$ cat src/rtl/pwm_multi.sv
// pwm_multi: CHANNELS PWM outputs driven from one shared programmable-period
// counter. Period and per-channel duty values are written into shadow
// registers and copied to the active set only at a period boundary (or while
// idle), so a running waveform never glitches mid-period.
// Optional feature macro: PWM_MULTI_CENTER_EN adds a `center` input selecting
// centre-aligned (up/down) counting.
module pwm_multi #(
  parameter int CHANNELS       = 4,
  parameter int WIDTH          = 8,
  parameter int DEFAULT_PERIOD = 100,
  localparam int SELW          = (CHANNELS > 1) ? $clog2(CHANNELS) : 1
) (
  input  logic                clk,
  input  logic                rst,
  input  logic                en,
  input  logic                period_wr,
  input  logic [WIDTH-1:0]    period_val,
  input  logic                duty_wr,
  input  logic [SELW-1:0]     duty_sel,
  input  logic [WIDTH-1:0]    duty_val,
`ifdef PWM_MULTI_CENTER_EN
  input  logic                center,
`endif
  output logic [CHANNELS-1:0] out,
  output logic                period_start,
  output logic                pending
);

  localparam logic [WIDTH-1:0] ONE = WIDTH'(1);

  logic [WIDTH-1:0] cnt;
  logic [WIDTH-1:0] period_sh;
  logic [WIDTH-1:0] period_act;
  logic [WIDTH-1:0] duty_sh  [CHANNELS];
  logic [WIDTH-1:0] duty_act [CHANNELS];
  logic [WIDTH-1:0] last;
  logic             run;
  logic             wrap;
  logic             commit;
  logic             duty_ok;
  logic             wr_any;

`ifdef PWM_MULTI_CENTER_EN
  localparam logic [WIDTH-1:0] TWO = WIDTH'(2);

  typedef enum logic {DIR_UP, DIR_DOWN} dir_t;

  dir_t dir;
  logic center_sh;
  logic center_act;
`endif

  // Boundary detection: wrap point of the active period and commit condition.
  always_comb begin
    run     = en && (period_act != '0);
    last    = period_act - ONE;
    duty_ok = duty_wr && (int'(duty_sel) < CHANNELS);
    wr_any  = duty_ok || period_wr;
    wrap    = 1'b0;
    if (run) begin
      wrap = (cnt == last);
`ifdef PWM_MULTI_CENTER_EN
      // P==2 has no downward leg, so the top of the ramp is already the wrap.
      if (center_act && (period_act != ONE))
        wrap = (dir == DIR_DOWN) ? (cnt == ONE) : ((cnt == last) && (period_act == TWO));
`endif
    end
    commit = wrap || !run;
  end

  // Counter, registered outputs, shadow writes and boundary commit.
  always_ff @(posedge clk) begin
    if (rst) begin
      cnt          <= '0;
      out          <= '0;
      period_start <= 1'b0;
      pending      <= 1'b0;
      period_sh    <= WIDTH'(DEFAULT_PERIOD);
      period_act   <= WIDTH'(DEFAULT_PERIOD);
      for (int unsigned i = 0; i < CHANNELS; i++) begin
        duty_sh[i]  <= '0;
        duty_act[i] <= '0;
      end
`ifdef PWM_MULTI_CENTER_EN
      dir        <= DIR_UP;
      center_sh  <= 1'b0;
      center_act <= 1'b0;
`endif
    end else begin
      if (!run || wrap) begin
        cnt <= '0;
`ifdef PWM_MULTI_CENTER_EN
        dir <= DIR_UP;
      end else if (center_act && (period_act != ONE)) begin
        if (dir == DIR_UP && cnt == last) begin
          dir <= DIR_DOWN;
          cnt <= cnt - ONE;
        end else if (dir == DIR_UP) begin
          cnt <= cnt + ONE;
        end else begin
          cnt <= cnt - ONE;
        end
`endif
      end else begin
        cnt <= cnt + ONE;
      end

      for (int unsigned i = 0; i < CHANNELS; i++)
        out[i] <= run && (cnt < duty_act[i]);
      period_start <= run && (cnt == '0);

      // Commit reads the shadows before this cycle's write lands in them.
      if (commit) begin
        period_act <= period_sh;
        duty_act   <= duty_sh;
`ifdef PWM_MULTI_CENTER_EN
        center_act <= center_sh;
`endif
      end

      if (period_wr) begin
        period_sh <= period_val;
`ifdef PWM_MULTI_CENTER_EN
        center_sh <= center;
`endif
      end
      if (duty_ok)
        duty_sh[duty_sel] <= duty_val;

      if (wr_any)
        pending <= 1'b1;
      else if (commit)
        pending <= 1'b0;
    end
  end

endmodule

$ cat config.mk
export PLATFORM = sky130hd
export DESIGN_NAME = pwm_multi
export DESIGN_NICKNAME = d
export VERILOG_FILES = /design/src/rtl/pwm_multi.sv
export SDC_FILE = /design/constraint.sdc
export NUM_CORES = 1
export LEC_CHECK = 0
export CAP_MARGIN = 20
export CELL_PAD_IN_SITES_DETAIL_PLACEMENT = 1
export CELL_PAD_IN_SITES_GLOBAL_PLACEMENT = 1
export CORE_MARGIN = 2
export CORE_UTILIZATION = 35
export CTS_BUF_LIST = sky130_fd_sc_hd__clkbuf_4 sky130_fd_sc_hd__clkbuf_8
export CTS_CLUSTER_DIAMETER = 60
export CTS_CLUSTER_SIZE = 40
export DETAILED_ROUTE_END_ITERATION = 16
export GPL_ROUTABILITY_DRIVEN = 0
export PLACE_DENSITY_LB_ADDON = 0.25
export SYNTH_ARGS = -nofsm -noshare
export SYNTH_HDL_FRONTEND = slang
export SYNTH_SLANG_ARGS = --single-unit
$ cat constraint.sdc
create_clock -name clk -period 3.3 [get_ports clk]
set_clock_uncertainty 0.05 [all_clocks]
set_input_delay 0.495 -clock clk [delete_from_list [all_inputs] [get_ports clk]]
set_output_delay 0.495 -clock clk [all_outputs]
set_load 0.02 [all_outputs]
==> flow_summary.json, run 1 <==
{
  "worstPathRequired_ns": 3.55,
  "ys_seq_elements": 94,
  "max_stage_delay_ns": 0.50,
  "worstHoldStart": "pending$_SDFFE_PP0P_",
  "antenna_found_initial": 0,
  "synthCells": 408,
  "p_leak_nw": 2.06,
  "min_to": "pending$_SDFFE_PP0P_",
  "async_flop_share": 0,
  "track_usage": 0.159,
  "dieArea_um2": 12700,
  "regArea_um2": 1880,
  "synth_top_area_frac": 0.454,
  "yosys-top-cells-area": "dfxtp_1, ha_1, mux2i_1",
  "boundaryPins": 29,
  "cts-resized-gates": 0,
  "cap_violations": 0,
  "io_buffers": 28,
  "layout.nets": 486,
  "path_cells": "inv_1 > ha_1 > xnor2_1 > a211o_1 > a211oi_2 > o2111ai_2 > a21oi_2 > buf_12 > a22o_1",
  "syn2layout_area_growth_pct": 14.8,
  "antenna_left": 0,
  "crit_path_end_kind": "register",
  "synth_edf_count": 0,
  "cpLargestDelayFamily": "compound AO/OA/AOI/OAI gates",
  "grt.overflow.total": 0,
  "htree_levels": 3,
  "synth_area_per_cell_um2": 10.2,
  "power_density_nw_per_um2": 458,
  "drive_gt1_frac": 0.0641,
  "avgViaCountPerCell": 5.09,
  "critPathBufInv": 2,
  "placed_cells": 563,
  "start_util": 0.361,
  "cts.sinks": 94,
  "routed.top_layer": "met4",
  "vias": 2952,
  "synth_top_area_cell": "dfxtp_1",
  "cts.path.max_buffers": 2,
  "finalSetupTns_ns": 0,
  "cts_hold_buf": 0,
  "multi_input_area_um2": 1990,
  "ir_drop_mv": 0.209,
  "cts_root_buf": "clkbuf_8",
  "ys_top_cells_by_count": "dfxtp_1, nor2_1, inv_1, a22o_1, mux2i_1",
  "worstHoldPathType": "register to register",
  "worstPathMaxFanout": 32,
  "max_slew.worst_pin.slew_ns": 0.758,
  "period_needed_ns": 2.84,
  "arrival_ns": 3.10,
  "rsz0062_at_grt": "no",
  "outcome": "finished clean",
  "critPathSlowestCell": "dfxtp_1",
  "setup_violations": 0,
  "grt_pass1_wl_um": 15800,
  "grt_pass1_vias": 3089,
  "die_h_um": 113,
  "path_class": "register to register",
  "fin_crit_sh": 0.862,
  "synth_fp_nets": 462,
  "first_iter_violations": 101,
  "wl_met2_um": 4300,
  "crit_path_start_kind": "register",
  "drc": 0,
  "timing.slew.headroom": 0.481,
  "wl_um": 9520,
  "synth-seq-area-share": 0.454,
  "synthFlopType": "dfxtp_1",
  "layoutNonFillerInstCount": 580,
  "p_total_mw": 2.18,
  "clkSlewWorstSetupHoldPaths_ns": 0.09,
  "die_w_um": 113,
  "cts_tree": "yes",
  "r2r_start": "period_act[0]$_SDFFE_PP0P_",
  "rrSetupSlack_ns": 0.46,
  "firstDrtPassIters": 4,
  "cts_buffers": 9,
  "wl_per_cell_um": 16.4,
  "synth.distinct_cells": 45,
  "clk_latency_ns": 0.36,
  "hold_viol": 0,
  "cts_setup_buffers": 0,
  "dr_wl_met3_um": 313,
  "fillCellCount": 1251,
  "final_util": 0.415,
  "num_rows": 39,
  "hold_depth": 1,
  "grt_max_degree": 49,
  "wl_met1_um": 4720,
  "synth_area_um2": 4140,
  "yosysMostFrequentCell": "dfxtp_1",
  "core-area_um2": 11500,
  "rr_worst_depth": 9,
  "dpl.hpwl_um": 6960,
  "yosysWarnings": 0,
  "maxSlewViolCount": 0,
  "reg2reg_to": "duty_act[16]$_SDFFE_PP0P_",
  "antenna_cells": 0,
  "timing.fmax_mhz": 352
}
-- cell type report --
class	instances	share of cell area
Tap cell	143	0.0376
Clock buffer	10	0.0289
Sequential cell	94	0.396
Clock inverter	6	0.0139
Inverter	40	0.0316
Multi-Input combinational cell	253	0.419
Timing Repair Buffer	34	0.0737
-- per-stage QoR --
step	setup WS (ns)	instance area (um^2)	hold slack, ns
final	0.457	4760	0.425
after global routing	0.202	4760	0.453
after CTS	0.378	4740	0.434
after detailed placement	0.415	4530	0.410
after global placement	0.531	4530	0.407
after floorplan	0.954	4140	0.387
-- worst max path at each step --
stage	from	slack [ns]	depth (start not counted)	end
final	period_act[0]$_SDFFE_PP0P_	0.46	9	duty_act[16]$_SDFFE_PP0P_
after global routing	period_act[0]$_SDFFE_PP0P_	0.20	9	duty_act[16]$_SDFFE_PP0P_
after CTS	period_act[0]$_SDFFE_PP0P_	0.38	8	period_act[2]$_SDFFE_PP1P_
after detailed placement	period_act[0]$_SDFFE_PP0P_	0.41	8	period_act[5]$_SDFFE_PP1P_
after global placement	period_act[0]$_SDFFE_PP0P_	0.53	8	period_act[5]$_SDFFE_PP1P_
after floorplan	period_act[0]$_SDFFE_PP0P_	0.95	12	duty_act[0]$_SDFFE_PP0P_
-- layer usage --
| layer | vias to the layer above | track usage |
|---|---|---|
| li1 | 1471 | - |
| met2 | 44 | 0.253 |
| met3 | 15 | 0.0311 |
| met4 | 0 | 0.0683 |
| met5 | - | 0 |
| met1 | 1422 | 0.210 |
-- state kept, by name (all words and copies together), names as in the netlist --
signal,flops
duty_act,32
duty_sh,32
cnt,8
period_act,8
period_sh,8
out,4
pending,1
period_start,1
-- where the power goes --
group | internal (mW) | total (mW) | switching [mW]
logic | 0.0898 | 0.188 | 0.0978
clock network | 0.377 | 0.796 | 0.419
registers | 1.17 | 1.19 | 0.0255
-- layout by cell type (no fill, tap or decap), drive strengths merged, types with 6 or more instances in the layout --
| master | n |
|---|---|
| and2 | 8 |
| a21oi | 7 |
| clkbuf | 10 |
| buf | 6 |
| nand3 | 7 |
| clkdlybuf4s50 | 28 |
| xnor2 | 10 |
| inv | 43 |
| nor2 | 44 |
| ha | 31 |
| dfxtp | 94 |
| mux2i | 37 |
| a22o | 37 |
| nand2 | 10 |
-- cell families after synthesis --
| group | Yosys count | synth area share |
|---|---|---|
| flops | 94 | 0.454 |
| simple gates | 84 | 0.0979 |
| compound gates | 85 | 0.165 |
| mux | 38 | 0.0921 |
| fa+ha+maj | 31 | 0.0937 |
| xor+xnor | 15 | 0.0317 |
| buf+inv | 61 | 0.0650 |
No activity file was read; power rests on OpenSTA's default activity.
==> run 2, diff against run 1 <==
- clock period: 3.3 -> 2.4 ns (I/O delays scaled with it)
==> flow_summary.json, run 2 (synthesis gave the netlist of run 1 again) <==
{
  "outcome": "finished clean",
  "cts_hold_buf": 0,
  "final_common_cell": "dfxtp_1",
  "io_buffers": 28,
  "track_usage": 0.177,
  "rr_worst_depth": 10,
  "cts_root_buf": "clkbuf_8",
  "cts.sinks": 94,
  "min_to": "pending$_SDFFE_PP0P_",
  "dpl.hpwl_um": 7240,
  "period_needed_ns": 2.35,
  "wl_um": 10900,
  "placed_cells": 582,
  "core-area_um2": 11500,
  "antenna_cells": 0,
  "layoutNonFillerInstCount": 606,
  "clk_latency_ns": 0.37,
  "grt_max_degree": 40,
  "timing.fmax_mhz": 426,
  "avgViaCountPerCell": 5.21,
  "ir_drop_mv": 0.302,
  "regArea_um2": 1890,
  "reg2reg_to": "period_act[2]$_SDFFE_PP1P_",
  "grt.overflow.total": 0,
  "cap_violations": 0,
  "wl_per_cell_um": 18.0,
  "p_total_mw": 3.41,
  "path_class": "register to register",
  "syn2layout_area_growth_pct": 23.8,
  "start_util": 0.361,
  "dieArea_um2": 12700,
  "die_w_um": 113,
  "worstHoldStart": "pending$_SDFFE_PP0P_",
  "crit_path_start_kind": "register",
  "rrSetupSlack_ns": 0.05,
  "final_cell_mix": "dfxtp_1, nor2_1, inv_1, a22o_1, mux2i_1",
  "fillCellCount": 1265,
  "grt_pass1_wl_um": 17600,
  "grt_pass1_vias": 3387,
  "r2r_start": "period_act[0]$_SDFFE_PP0P_",
  "timing.slew.headroom": 0.507,
  "cts_buffers": 9,
  "antenna_left": 0,
  "cts.path.max_buffers": 2,
  "max_slew.worst_pin.slew_ns": 0.736,
  "p_leak_nw": 2.25,
  "multi_input_area_um2": 2050,
  "arrival_ns": 2.51,
  "setup_violations": 0,
  "reg.largest.list": "duty_act: 32 flops, duty_sh: 32 flops",
  "hold_depth": 1,
  "worstHoldPathType": "register to register",
  "firstDrtPassIters": 4,
  "crit_path_end_kind": "register",
  "layout.nets": 512,
  "drive_gt1_frac": 0.136,
  "antenna_found_initial": 0,
  "drc": 0,
  "fin_crit_sh": 0.978,
  "boundaryPins": 29,
  "num_rows": 39,
  "vias": 3155,
  "power_density_nw_per_um2": 666,
  "hold_slack_ns": 0.419,
  "worstPathMaxFanout": 12,
  "maxSlewViolCount": 0,
  "htree_levels": 3,
  "worstPathRequired_ns": 2.56,
  "clkSlewWorstSetupHoldPaths_ns": 0.09,
  "rsz0062_at_grt": "yes",
  "die_h_um": 113,
  "cts_tree": "yes",
  "hold_viol": 0,
  "first_iter_violations": 73
}
## run 2: layout make-up
cell class              instances  share of cell area
flip-flops and latches         94               0.368
inverters                      40              0.0293
multi-input cells             255               0.400
well taps                     143              0.0349
repair buffers                 58               0.112
clock buffers                  10              0.0256
clock inverters                 6              0.0307
## run 2: layer usage
| metal | vias to the layer above | global-route usage | share of wire | wire length (um) |
|---|---|---|---|---|
| li1 | 1531 | - | - | - |
| met4 | 0 | 0.0537 | 0.014 | 157 |
| met5 | - | 0 | 0 | 0 |
| met2 | 35 | 0.301 | 0.48 | 5240 |
| met3 | 13 | 0.0407 | 0.030 | 327 |
| met1 | 1576 | 0.225 | 0.48 | 5210 |
## run 2: how the worst max path moves through the flow
stage,start,end,depth (start not counted)
detailed placement,period_act[0]$_SDFFE_PP0P_,period_act[5]$_SDFFE_PP1P_,9
CTS,period_act[0]$_SDFFE_PP0P_,period_act[4]$_SDFFE_PP0P_,10
floorplan,period_act[0]$_SDFFE_PP0P_,duty_act[0]$_SDFFE_PP0P_,12
global route,period_act[0]$_SDFFE_PP0P_,period_act[2]$_SDFFE_PP1P_,10
global placement,period_act[0]$_SDFFE_PP0P_,period_act[6]$_SDFFE_PP1P_,9
finish,period_act[0]$_SDFFE_PP0P_,period_act[2]$_SDFFE_PP1P_,10
## run 2: metrics by stage
stage	setup WS, ns	cell area (um^2)	TNS (ns)	utilization
floorplan	0.0541	4140	0	-
global placement	-0.156	4660	-6.59	0.407
detailed placement	-0.281	4660	-11.47	0.407
CTS	0.00281	5080	0	0.443
global route	-0.0725	5130	-0.635	0.447
finish	0.0519	5130	0	0.447
## run 2: worst max-delay path, cell delays in order (launching register included)
cell and delay [ns]:
dfxtp_2 0.35, inv_2 0.05, ha_4 0.17, buf_4 0.14, xnor2_1 0.12, nand4_1 0.10, o31ai_1 0.08, o2111ai_2 0.20
buf_4 0.17, nor2b_2 0.62, a22oi_1 0.14
## run 2: repair_timing
action,4_1_cts,5_1_grt
setup buffers,4,0
gates resized for setup,11,13
setup endpoints to repair,50,50
pin swaps,2,8
cloned,4,1
## run 2: report_power, final
group | total [mW] | internal (mW) | switching, mW
sequential | 1.64 | 1.61 | 0.0315
combinational | 0.314 | 0.152 | 0.162
clock | 1.46 | 0.914 | 0.548
